$ cat config.mk
export PLATFORM = sky130hd
export DESIGN_NAME = axi_lite_reg_responder
export DESIGN_NICKNAME = d
export VERILOG_FILES = /design/src/rtl/axil_resp_pkg.sv /design/src/rtl/axil_resp_regbank.sv /design/src/rtl/axi_lite_reg_responder.sv
export SDC_FILE = /design/constraint.sdc
export NUM_CORES = 1
export LEC_CHECK = 0
export ABC_AREA = 1
export BUFFER_PORTS_ARGS = -buffer_cell sky130_fd_sc_hd__clkbuf_2
export CAP_MARGIN = 10
export CORE_UTILIZATION = 50
export DETAILED_ROUTE_END_ITERATION = 8
export MAX_ROUTING_LAYER = met4
export PLACE_DENSITY = 0.87
export SLEW_MARGIN = 20
export SYNTH_ARGS = -nofsm -noshare
export SYNTH_HDL_FRONTEND = slang
export SYNTH_SLANG_ARGS = --single-unit
$ cat constraint.sdc
create_clock -name ACLK -period 27.7 [get_ports ACLK]
set_clock_uncertainty 0.15 [all_clocks]
set_input_delay 2.77 -clock ACLK [delete_from_list [all_inputs] [get_ports ACLK]]
set_output_delay 2.77 -clock ACLK [all_outputs]
set_load 0.005 [all_outputs]
$ cat src/rtl/axil_resp_pkg.sv
`default_nettype none
// ============================================================================
// Module   : axil_resp_pkg
// Brief    : Shared response codes, FSM encodings and address decode for the
//            AXI4-Lite register responder.
// Revision : 1.0
// ============================================================================
package axil_resp_pkg;

  localparam logic [1:0] RESP_OKAY   = 2'b00;
  localparam logic [1:0] RESP_SLVERR = 2'b10;

  localparam logic [0:0] W_IDLE = 1'b0;
  localparam logic [0:0] W_RESP = 1'b1;

  localparam logic [0:0] R_IDLE = 1'b0;
  localparam logic [0:0] R_DATA = 1'b1;

  // Word index of a byte address; the low two bits are dropped, never faulted.
  function automatic logic [31:0] addr_to_index(input logic [31:0] addr);
    return {2'b00, addr[31:2]};
  endfunction

endpackage
`default_nettype wire

$ cat src/rtl/axil_resp_regbank.sv
`default_nettype none
// ============================================================================
// Module   : axil_resp_regbank
// Brief    : Writable register array, byte-strobe merge, status read mux and
//            write-commit pulse. AXIL_RESP_WSTRB_EN enables per-lane writes.
// Revision : 1.0
// ============================================================================
module axil_resp_regbank
  import axil_resp_pkg::*;
#(
  parameter int NREGS = 8,
  parameter int IDX_W = $clog2(NREGS)
) (
  input  logic                  clk,
  input  logic                  rst,
  input  logic                  i_wr_en,
  input  logic [IDX_W-1:0]      i_wr_idx,
  input  logic [31:0]           i_wr_data,
  input  logic [3:0]            i_wr_strb,
  input  logic [IDX_W-1:0]      i_rd_idx,
  input  logic [31:0]           i_status,
  output logic [31:0]           o_rd_data,
  output logic [32*NREGS-33:0]  o_reg_out,
  output logic                  o_wr_pulse,
  output logic [IDX_W-1:0]      o_wr_index
);

  logic [31:0]      regs_q [NREGS-1];
  logic [31:0]      regs_d [NREGS-1];
  logic             wr_pulse_q, wr_pulse_d;
  logic [IDX_W-1:0] wr_index_q, wr_index_d;
  logic [3:0]       w_strb;

`ifdef AXIL_RESP_WSTRB_EN
  assign w_strb = i_wr_strb;
`else
  // Strobes forced on: every write replaces the full word.
  assign w_strb = i_wr_strb | 4'hF;
`endif

  always_comb begin
    wr_pulse_d = i_wr_en;
    wr_index_d = i_wr_en ? i_wr_idx : wr_index_q;
    for (int i = 0; i < NREGS - 1; i++) begin
      regs_d[i] = regs_q[i];
      if (i_wr_en && (i_wr_idx == IDX_W'(i))) begin
        for (int b = 0; b < 4; b++) begin
          if (w_strb[b]) regs_d[i][8*b +: 8] = i_wr_data[8*b +: 8];
        end
      end
    end
  end

  always_ff @(posedge clk or posedge rst) begin
    if (rst) begin
      for (int i = 0; i < NREGS - 1; i++) regs_q[i] <= '0;
      wr_pulse_q <= 1'b0;
      wr_index_q <= '0;
    end else begin
      for (int i = 0; i < NREGS - 1; i++) regs_q[i] <= regs_d[i];
      wr_pulse_q <= wr_pulse_d;
      wr_index_q <= wr_index_d;
    end
  end

  // Reads see the current (pre-write) contents, so a same-edge write is not forwarded.
  always_comb begin
    o_rd_data = '0;
    if (i_rd_idx == IDX_W'(NREGS - 1)) begin
      o_rd_data = i_status;
    end else begin
      for (int i = 0; i < NREGS - 1; i++) begin
        if (i_rd_idx == IDX_W'(i)) o_rd_data = regs_q[i];
      end
    end
  end

  for (genvar g = 0; g < NREGS - 1; g++) begin : g_flat
    assign o_reg_out[32*g +: 32] = regs_q[g];
  end

  assign o_wr_pulse = wr_pulse_q;
  assign o_wr_index = wr_index_q;

endmodule
`default_nettype wire

$ cat src/rtl/axi_lite_reg_responder.sv
`default_nettype none
// ============================================================================
// Module   : axi_lite_reg_responder
// Brief    : AXI4-Lite register responder with independent read/write FSMs;
//            bad or read-only targets answer SLVERR. AXIL_RESP_WSTRB_EN
//            enables byte strobes.
// Revision : 1.0
// ============================================================================
module axi_lite_reg_responder
  import axil_resp_pkg::*;
#(
  parameter int ADDR_W = 8,
  parameter int NREGS  = 8
) (
  input  logic                      ACLK,
  input  logic                      ARESET,
  input  logic                      AWVALID,
  output logic                      AWREADY,
  input  logic [ADDR_W-1:0]         AWADDR,
  input  logic                      WVALID,
  output logic                      WREADY,
  input  logic [31:0]               WDATA,
  input  logic [3:0]                WSTRB,
  output logic                      BVALID,
  input  logic                      BREADY,
  output logic [1:0]                BRESP,
  input  logic                      ARVALID,
  output logic                      ARREADY,
  input  logic [ADDR_W-1:0]         ARADDR,
  output logic                      RVALID,
  input  logic                      RREADY,
  output logic [31:0]               RDATA,
  output logic [1:0]                RRESP,
  input  logic [31:0]               Status_In,
  output logic [32*NREGS-33:0]      Reg_Out,
  output logic                      Wr_Pulse,
  output logic [$clog2(NREGS)-1:0]  Wr_Index
);

  localparam int          IDX_W      = $clog2(NREGS);
  localparam logic [31:0] c_wr_limit = NREGS - 1;
  localparam logic [31:0] c_rd_limit = NREGS;

  logic [0:0]        w_state_q, w_state_d;
  logic              aw_held_q, aw_held_d, w_held_q, w_held_d;
  logic [ADDR_W-1:0] awaddr_q, awaddr_d;
  logic [31:0]       wdata_q, wdata_d;
  logic [3:0]        wstrb_q, wstrb_d;
  logic [1:0]        bresp_q, bresp_d;

  logic [0:0]        r_state_q, r_state_d;
  logic [31:0]       rdata_q, rdata_d;
  logic [1:0]        rresp_q, rresp_d;

  logic              w_aw_fire, w_w_fire, w_commit, w_wr_valid, w_rd_valid;
  logic [ADDR_W-1:0] w_wr_addr;
  logic [31:0]       w_wr_data, w_wr_idx_full, w_rd_idx_full, w_rd_data;
  logic [3:0]        w_wr_strb;

  always_ff @(posedge ACLK or posedge ARESET) begin
    if (ARESET) begin
      w_state_q <= W_IDLE;
      aw_held_q <= 1'b0;
      w_held_q  <= 1'b0;
      awaddr_q  <= '0;
      wdata_q   <= '0;
      wstrb_q   <= '0;
      bresp_q   <= RESP_OKAY;
      r_state_q <= R_IDLE;
      rdata_q   <= '0;
      rresp_q   <= RESP_OKAY;
    end else begin
      w_state_q <= w_state_d;
      aw_held_q <= aw_held_d;
      w_held_q  <= w_held_d;
      awaddr_q  <= awaddr_d;
      wdata_q   <= wdata_d;
      wstrb_q   <= wstrb_d;
      bresp_q   <= bresp_d;
      r_state_q <= r_state_d;
      rdata_q   <= rdata_d;
      rresp_q   <= rresp_d;
    end
  end

  // A beat captured earlier takes priority over the live bus for the commit.
  always_comb begin
    w_aw_fire     = AWVALID && AWREADY;
    w_w_fire      = WVALID && WREADY;
    w_wr_addr     = aw_held_q ? awaddr_q : AWADDR;
    w_wr_data     = w_held_q ? wdata_q : WDATA;
    w_wr_strb     = w_held_q ? wstrb_q : WSTRB;
    w_wr_idx_full = addr_to_index(32'(w_wr_addr));
    w_wr_valid    = w_wr_idx_full < c_wr_limit;
    w_commit      = (w_state_q == W_IDLE) && (aw_held_q || w_aw_fire) && (w_held_q || w_w_fire);

    w_state_d = w_state_q;
    aw_held_d = aw_held_q;
    w_held_d  = w_held_q;
    awaddr_d  = awaddr_q;
    wdata_d   = wdata_q;
    wstrb_d   = wstrb_q;
    bresp_d   = bresp_q;
    case (w_state_q)
      W_IDLE: begin
        if (w_aw_fire) begin
          aw_held_d = 1'b1;
          awaddr_d  = AWADDR;
        end
        if (w_w_fire) begin
          w_held_d = 1'b1;
          wdata_d  = WDATA;
          wstrb_d  = WSTRB;
        end
        if (w_commit) begin
          aw_held_d = 1'b0;
          w_held_d  = 1'b0;
          bresp_d   = w_wr_valid ? RESP_OKAY : RESP_SLVERR;
          w_state_d = W_RESP;
        end
      end
      W_RESP: if (BREADY) w_state_d = W_IDLE;
      default: w_state_d = W_IDLE;
    endcase
  end

  always_comb begin
    AWREADY = (w_state_q == W_IDLE) && !aw_held_q;
    WREADY  = (w_state_q == W_IDLE) && !w_held_q;
    BVALID  = (w_state_q == W_RESP);
    BRESP   = bresp_q;
  end

  always_comb begin
    w_rd_idx_full = addr_to_index(32'(ARADDR));
    w_rd_valid    = w_rd_idx_full < c_rd_limit;
    r_state_d     = r_state_q;
    rdata_d       = rdata_q;
    rresp_d       = rresp_q;
    case (r_state_q)
      R_IDLE: begin
        if (ARVALID) begin
          rdata_d   = w_rd_valid ? w_rd_data : 32'h0;
          rresp_d   = w_rd_valid ? RESP_OKAY : RESP_SLVERR;
          r_state_d = R_DATA;
        end
      end
      R_DATA: if (RREADY) r_state_d = R_IDLE;
      default: r_state_d = R_IDLE;
    endcase
  end

  always_comb begin
    ARREADY = (r_state_q == R_IDLE);
    RVALID  = (r_state_q == R_DATA);
    RDATA   = rdata_q;
    RRESP   = rresp_q;
  end

  axil_resp_regbank #(
    .NREGS (NREGS),
    .IDX_W (IDX_W)
  ) u_regbank (
    .clk        (ACLK),
    .rst        (ARESET),
    .i_wr_en    (w_commit && w_wr_valid),
    .i_wr_idx   (w_wr_idx_full[IDX_W-1:0]),
    .i_wr_data  (w_wr_data),
    .i_wr_strb  (w_wr_strb),
    .i_rd_idx   (w_rd_idx_full[IDX_W-1:0]),
    .i_status   (Status_In),
    .o_rd_data  (w_rd_data),
    .o_reg_out  (Reg_Out),
    .o_wr_pulse (Wr_Pulse),
    .o_wr_index (Wr_Index)
  );

endmodule
`default_nettype wire

### Word level (Yosys, flattened, before mapping)

Cells that the tools add are included.

* register bits after elaboration: 308
* input port bits: 91
* logic and storage cells: 86

* $lt $le $gt $ge: 2
* equality and inequality tests: 13
* muxes and demuxes: 23
* bitwise logic cells: 2
* reduce and logical (&&, ||, !) cells: 28

Operators by type and width (count)
* $mux W32: 10
* $eq A3 B3 Y1 const B: 7
* $logic_and A1 B1 Y1: 14
* $eq A3 B2 Y1 const B: 4
* $reduce_and A2 Y1: 6
* $mux W1: 8
* $mux W8: 1
* $eq A3 B1 Y1 const B: 2
* $logic_not A3 Y1: 2
* $lt A6 B3 Y1 const B: 1
* $lt A6 B4 Y1 const B: 1
* $mux W2: 2
* $pmux W1 S2: 2
* $reduce_bool A2 Y1: 2
* $logic_not A1 Y1: 2
* $logic_or A1 B1 Y1: 2
* $not A1 Y1: 2

### Logic depth before layout (Yosys ltp)

* depth in word-level cells: 10
* mapped depth: 12

### Hierarchy

From an unflattened synthesis, not the netlist that was laid out.

* cells, all modules: 1658
* area total of the unflattened synthesis: 13773.2 um^2

Modules (own cells, without submodules)
* axil_resp_regbank: instances 1, cells each 1214, area each 10178.5 um^2
* axi_lite_reg_responder: instances 1, cells each 444, area each 3594.7 um^2

### Least setup slack after synthesis

Ideal clock, no wire load.

* path kind: input to register
* start: input port ARADDR[3]
* end: register rdata_q[0], in the netlist RDATA[0]
* library setup time: 117 ps
* arrival: 3917 ps
* setup slack: 23517 ps
* cell stages on the path: 10
* buffers on the path: 3
* cells stage by stage: buf_4 > inv_2 > buf_2 > nor3_2 > inv_1 > buf_2 > nor2_1 > nor2_1 > nand2_1 > nand2_1

* cells in the longest elaborated chain, start to end: 10
* elaborated cells on any way between the ends: 18
* those cells by class: 1 x order compare; 7 x eq/ne; 9 x mux; 1 x reduce/logical

Ends and longest elaborated chain
* from (decl): line axi_lite_reg_responder.sv:29 `input logic [ADDR_W-1:0] ARADDR,`
* $logic_not A3 Y1: line axil_resp_regbank.sv:73 `if (i_rd_idx == IDX_W'(i)) o_rd_data = regs_q[i];`
* $mux W32 (7 in a row): line axil_resp_regbank.sv:73
* $mux W32: line axil_resp_regbank.sv:69 `if (i_rd_idx == IDX_W'(NREGS - 1)) begin`
* $mux W32 (*): line axi_lite_reg_responder.sv:143 `rdata_d = w_rd_valid ? w_rd_data : 32'h0;`
* to (signal assigned): line axi_lite_reg_responder.sv:81 `rdata_q <= rdata_d;`
* to (decl): line axi_lite_reg_responder.sv:52 `logic [31:0] rdata_q, rdata_d;`

Every way passes the cells marked *; elsewhere a longest branch is shown, timed or not.
A chain may end at the register's enable or synchronous reset.

### Final worst setup path

* start: input port ARADDR[2]
* end: register rdata_q[17], in the netlist RDATA[17]

The elaborated chain is that of the path after synthesis.

==> results by group <==
Yosys
  – Post-synthesis average cell area: 8.00 um^2
  – Cell taking the most area after synthesis: dfrtp_1
  – EDFF count, synth: 0
  – Synthesized area: between 0.01 and 0.015 mm^2
  – Synth cell count leaders: 647 x nand2_1, 304 x dfrtp_1, 217 x o21ai_0
  – Most frequent cell after synthesis: nand2_1
  – Dominant cells by area after synthesis: dfrtp_1 54%, nand2_1 17%, o21ai_0 7.7%
  – Post-synth ARST share: 1.00
  – Top_reg_cell synth: dfrtp_1
  – Seq cells post-synth: around 300
  – Syn. warnings: 0
  – Count of cell types in the netlist: 33
  – Yosys top cell area share: 0.538
  – Register area share after synthesis: 0.538
  – Cells after synthesis: about 1800

Placed design
  – GPL Wtd Cong: between 0.9 and 1
  – DP HPWL: roughly 32000 um
  – Port Buffer Count: 349

Critical path
  – CP delay by family, top: buffers and inverters
  – Crit path DAT: about 5.5 ns
  – CP max FO: 23
  – Slowest cell on crit path: inv_1
  – CP dominant cell by count: nand2_1
  – Max stage delay on crit path: ~0.94 ns
  – WP buf/inv: 3
  – Startpoint Class: input port
  – Crit path capture type: flip-flop
  – CP Cell Sequence: clkbuf_2 -> inv_2 -> nand3_1 -> inv_1 -> a21oi_1 -> nand4_1 -> nand2_1 -> nand2_1
  – WS Path Type: in -> reg
  – Worst path required time: between 20 and 30 ns

Clock tree
  – H-tree depth: 2
  – Clk Latency, worst-skew pair: ~0.52 ns
  – Num CTS Buffers: 34
  – Hold_buf cts: 0
  – Root Buffer: clkbuf_16
  – Post CTS Setup Buffer Count: 0
  – Clk sinks: ~300
  – Clock slew at reported path FFs: 0.06 ns
  – Max Buffers Root-to-Sink: 3
  – Post-CTS resize count: 0
  – CTS tree: done

Global routing
  – First-pass GRT wire length: 69300 um
  – Vias in the first global route: about 12000
  – Largest net degree at the start of global routing: between 150 and 200
  – GR Util All Layers: 0.324
  – Gr ovfl total: 0
  – Initial antenna violation count: 0

Route
  – Met1 wire length: just under 20000 um
  – Met2 WL: between 15000 and 20000 um
  – Initial drt markers: about 1400
  – Via density: 5.38
  – Routed wire length on met3: ~4000 um
  – Vias after detailed routing: about 13000
  – DRT Wirelength: around 45000 um
  – Top sig layer: met4
  – DR DRC count: 0
  – Post-DR wirelength/cell: approximately 18 um
  – TritonRoute pass-1 iters: 5
  – ANT nets after route: 0

STA
  – Final setup viols: 0
  – Fmax: just under 200 MHz
  – Min Tclk post-route: about 5.2 ns
  – Final slew viol count: 0
  – Slew @ Worst Pin: about 1.1 ns
  – Worst slew margin: 0.294
  – RSZ-0062 raised after global routing: no
  – Fin Setup TNS: 0 ns
  – Tcrit/Tclk final: 0.186
  – Fin. Hold Viols: 0

Hold path
  – Hold Crit Class: reg -> reg

Flow run
  – Max-cap violation count: 0

Power and ir drop
  – IR drop worst, VDD: around 0.000097 V
  – Total power: about 1800 uW
  – Pwr/cell area: ~100 mW/mm^2
  – LEAKAGE: about 0.0092 uW

Floorplan
  – Row count: 61
  – Core area: roughly 0.028 mm^2
  – Starting Density: 0.509
  – Chip Width: between 150 and 200 um
  – Die Area: approximately 0.029 mm^2
  – I/O pins: between 300 and 400
  – Vertical die dimension: around 170 um

Run status
  – Outcome: complete, no violations

Layout
  – Final layout net count: between 2000 and 2500
  – Area delta synth->final: 20.8%
  – Share of cells above drive strength 1: 0.218
[cell usage in the layout (no fill, tap or decap), types with 3 or more instances in the layout]
cell type / Yosys / final
o21ai_1: 82 / 82
nor2_1: 136 / 136
o21ai_0: 217 / 217
nand3_1: 34 / 34
nor3_4: 1 / 3
inv_2: 9 / 9
buf_4: 16 / 5
nand4_4: 4 / 4
bufinv_16: 0 / 4
clkbuf_16: 0 / 35
clkbuf_8: 0 / 6
clkbuf_2: 0 / 349
nor3_2: 3 / 3
inv_1: 124 / 123
nand2_2: 1 / 3
dfrtp_1: 304 / 303
clkbuf_1: 37 / 5
nand4_1: 47 / 47
a21oi_1: 30 / 30
or2_2: 8 / 8
nand2_1: 647 / 645
inv_6: 1 / 3
[routing by layer]
layer / GRT usage / up-vias
met5: - / -
met4: 0.152 / 0
met3: 0.0726 / 124
met2: 0.458 / 654
met1: 0.441 / 6238
li1: - / 6218
[path summary, 6_finish.rpt]
kind	from	end	slack [ns]	cells after the start
max reg2reg	w_held_q	u_regbank.o_reg_out[150]	24.22	6
min reg2reg	RDATA[18]	RDATA[18]	0.33	2
min in group asynchronous	ARESET	RDATA[23]	2.29	2
max	ARADDR[2]	RDATA[17]	22.54	8
min	RDATA[18]	RDATA[18]	0.33	2
max in group asynchronous	ARESET	w_held_q	23.57	4
[cell type report]
class,instances,area (um^2)
Sequential cell,304,7610
Timing Repair Buffer,358,1870
Inverter,135,522
Multi-Input combinational cell,1229,5460
Clock inverter,10,163
Fill cell,2470,10700
Clock buffer,46,977
Tap cell,378,473
Antenna cell,2,5.00
[registers in the layout (all words and copies together) (netlist names)]
register,count
u_regbank.o_reg_out,224
RDATA,32
wdata_q,32
awaddr_q,6
u_regbank.o_wr_index,3
BRESP,1
BVALID,1
RRESP,1
RVALID,1
aw_held_q,1
u_regbank.o_wr_pulse,1
w_held_q,1
[power breakdown]
part           total, uW  internal, uW  switching (uW)  leakage [uW]
logic                565           194             371       0.00472
clock network        467           284             183      0.000554
registers            736           603             134       0.00396
total               1770          1080             688       0.00924
[worst reg2reg max path, cell delays in order, from the launching register on]
cell	delay, ns
dfrtp_2	0.99
o21ai_1	0.25
a21oi_4	0.24
inv_2	0.10
nor2_8	0.22
nand4_4	0.75
o21ai_0	0.65
[logic make-up (layout without fill, tap and decap cells)]
family          count (synthesis)  count (layout)  share of synthesized area
other cells                     1               4                   0.000265
flops                         304             304                      0.538
buf+inv                       236             549                     0.0781
compound gates                333             333                      0.121
simple gates                  894             894                      0.263
[metrics by stage]
stage / setup WS (ns) / area [um^2] / utilization / std cells / hold WS (ns)
detailed placement: 22.05 / 15900 / 0.571 / 2401 / 0.309
global placement: 22.16 / 15900 / 0.571 / 2401 / 0.296
CTS: 22.56 / 17000 / 0.612 / 2457 / 0.330
global route: 22.37 / 17100 / 0.615 / 2460 / 0.353
finish: 22.54 / 17100 / 0.615 / 2462 / 0.330
floorplan: 16.38 / 14100 / - / 1769 / 0.284
No activity file was read; power rests on OpenSTA's default activity.
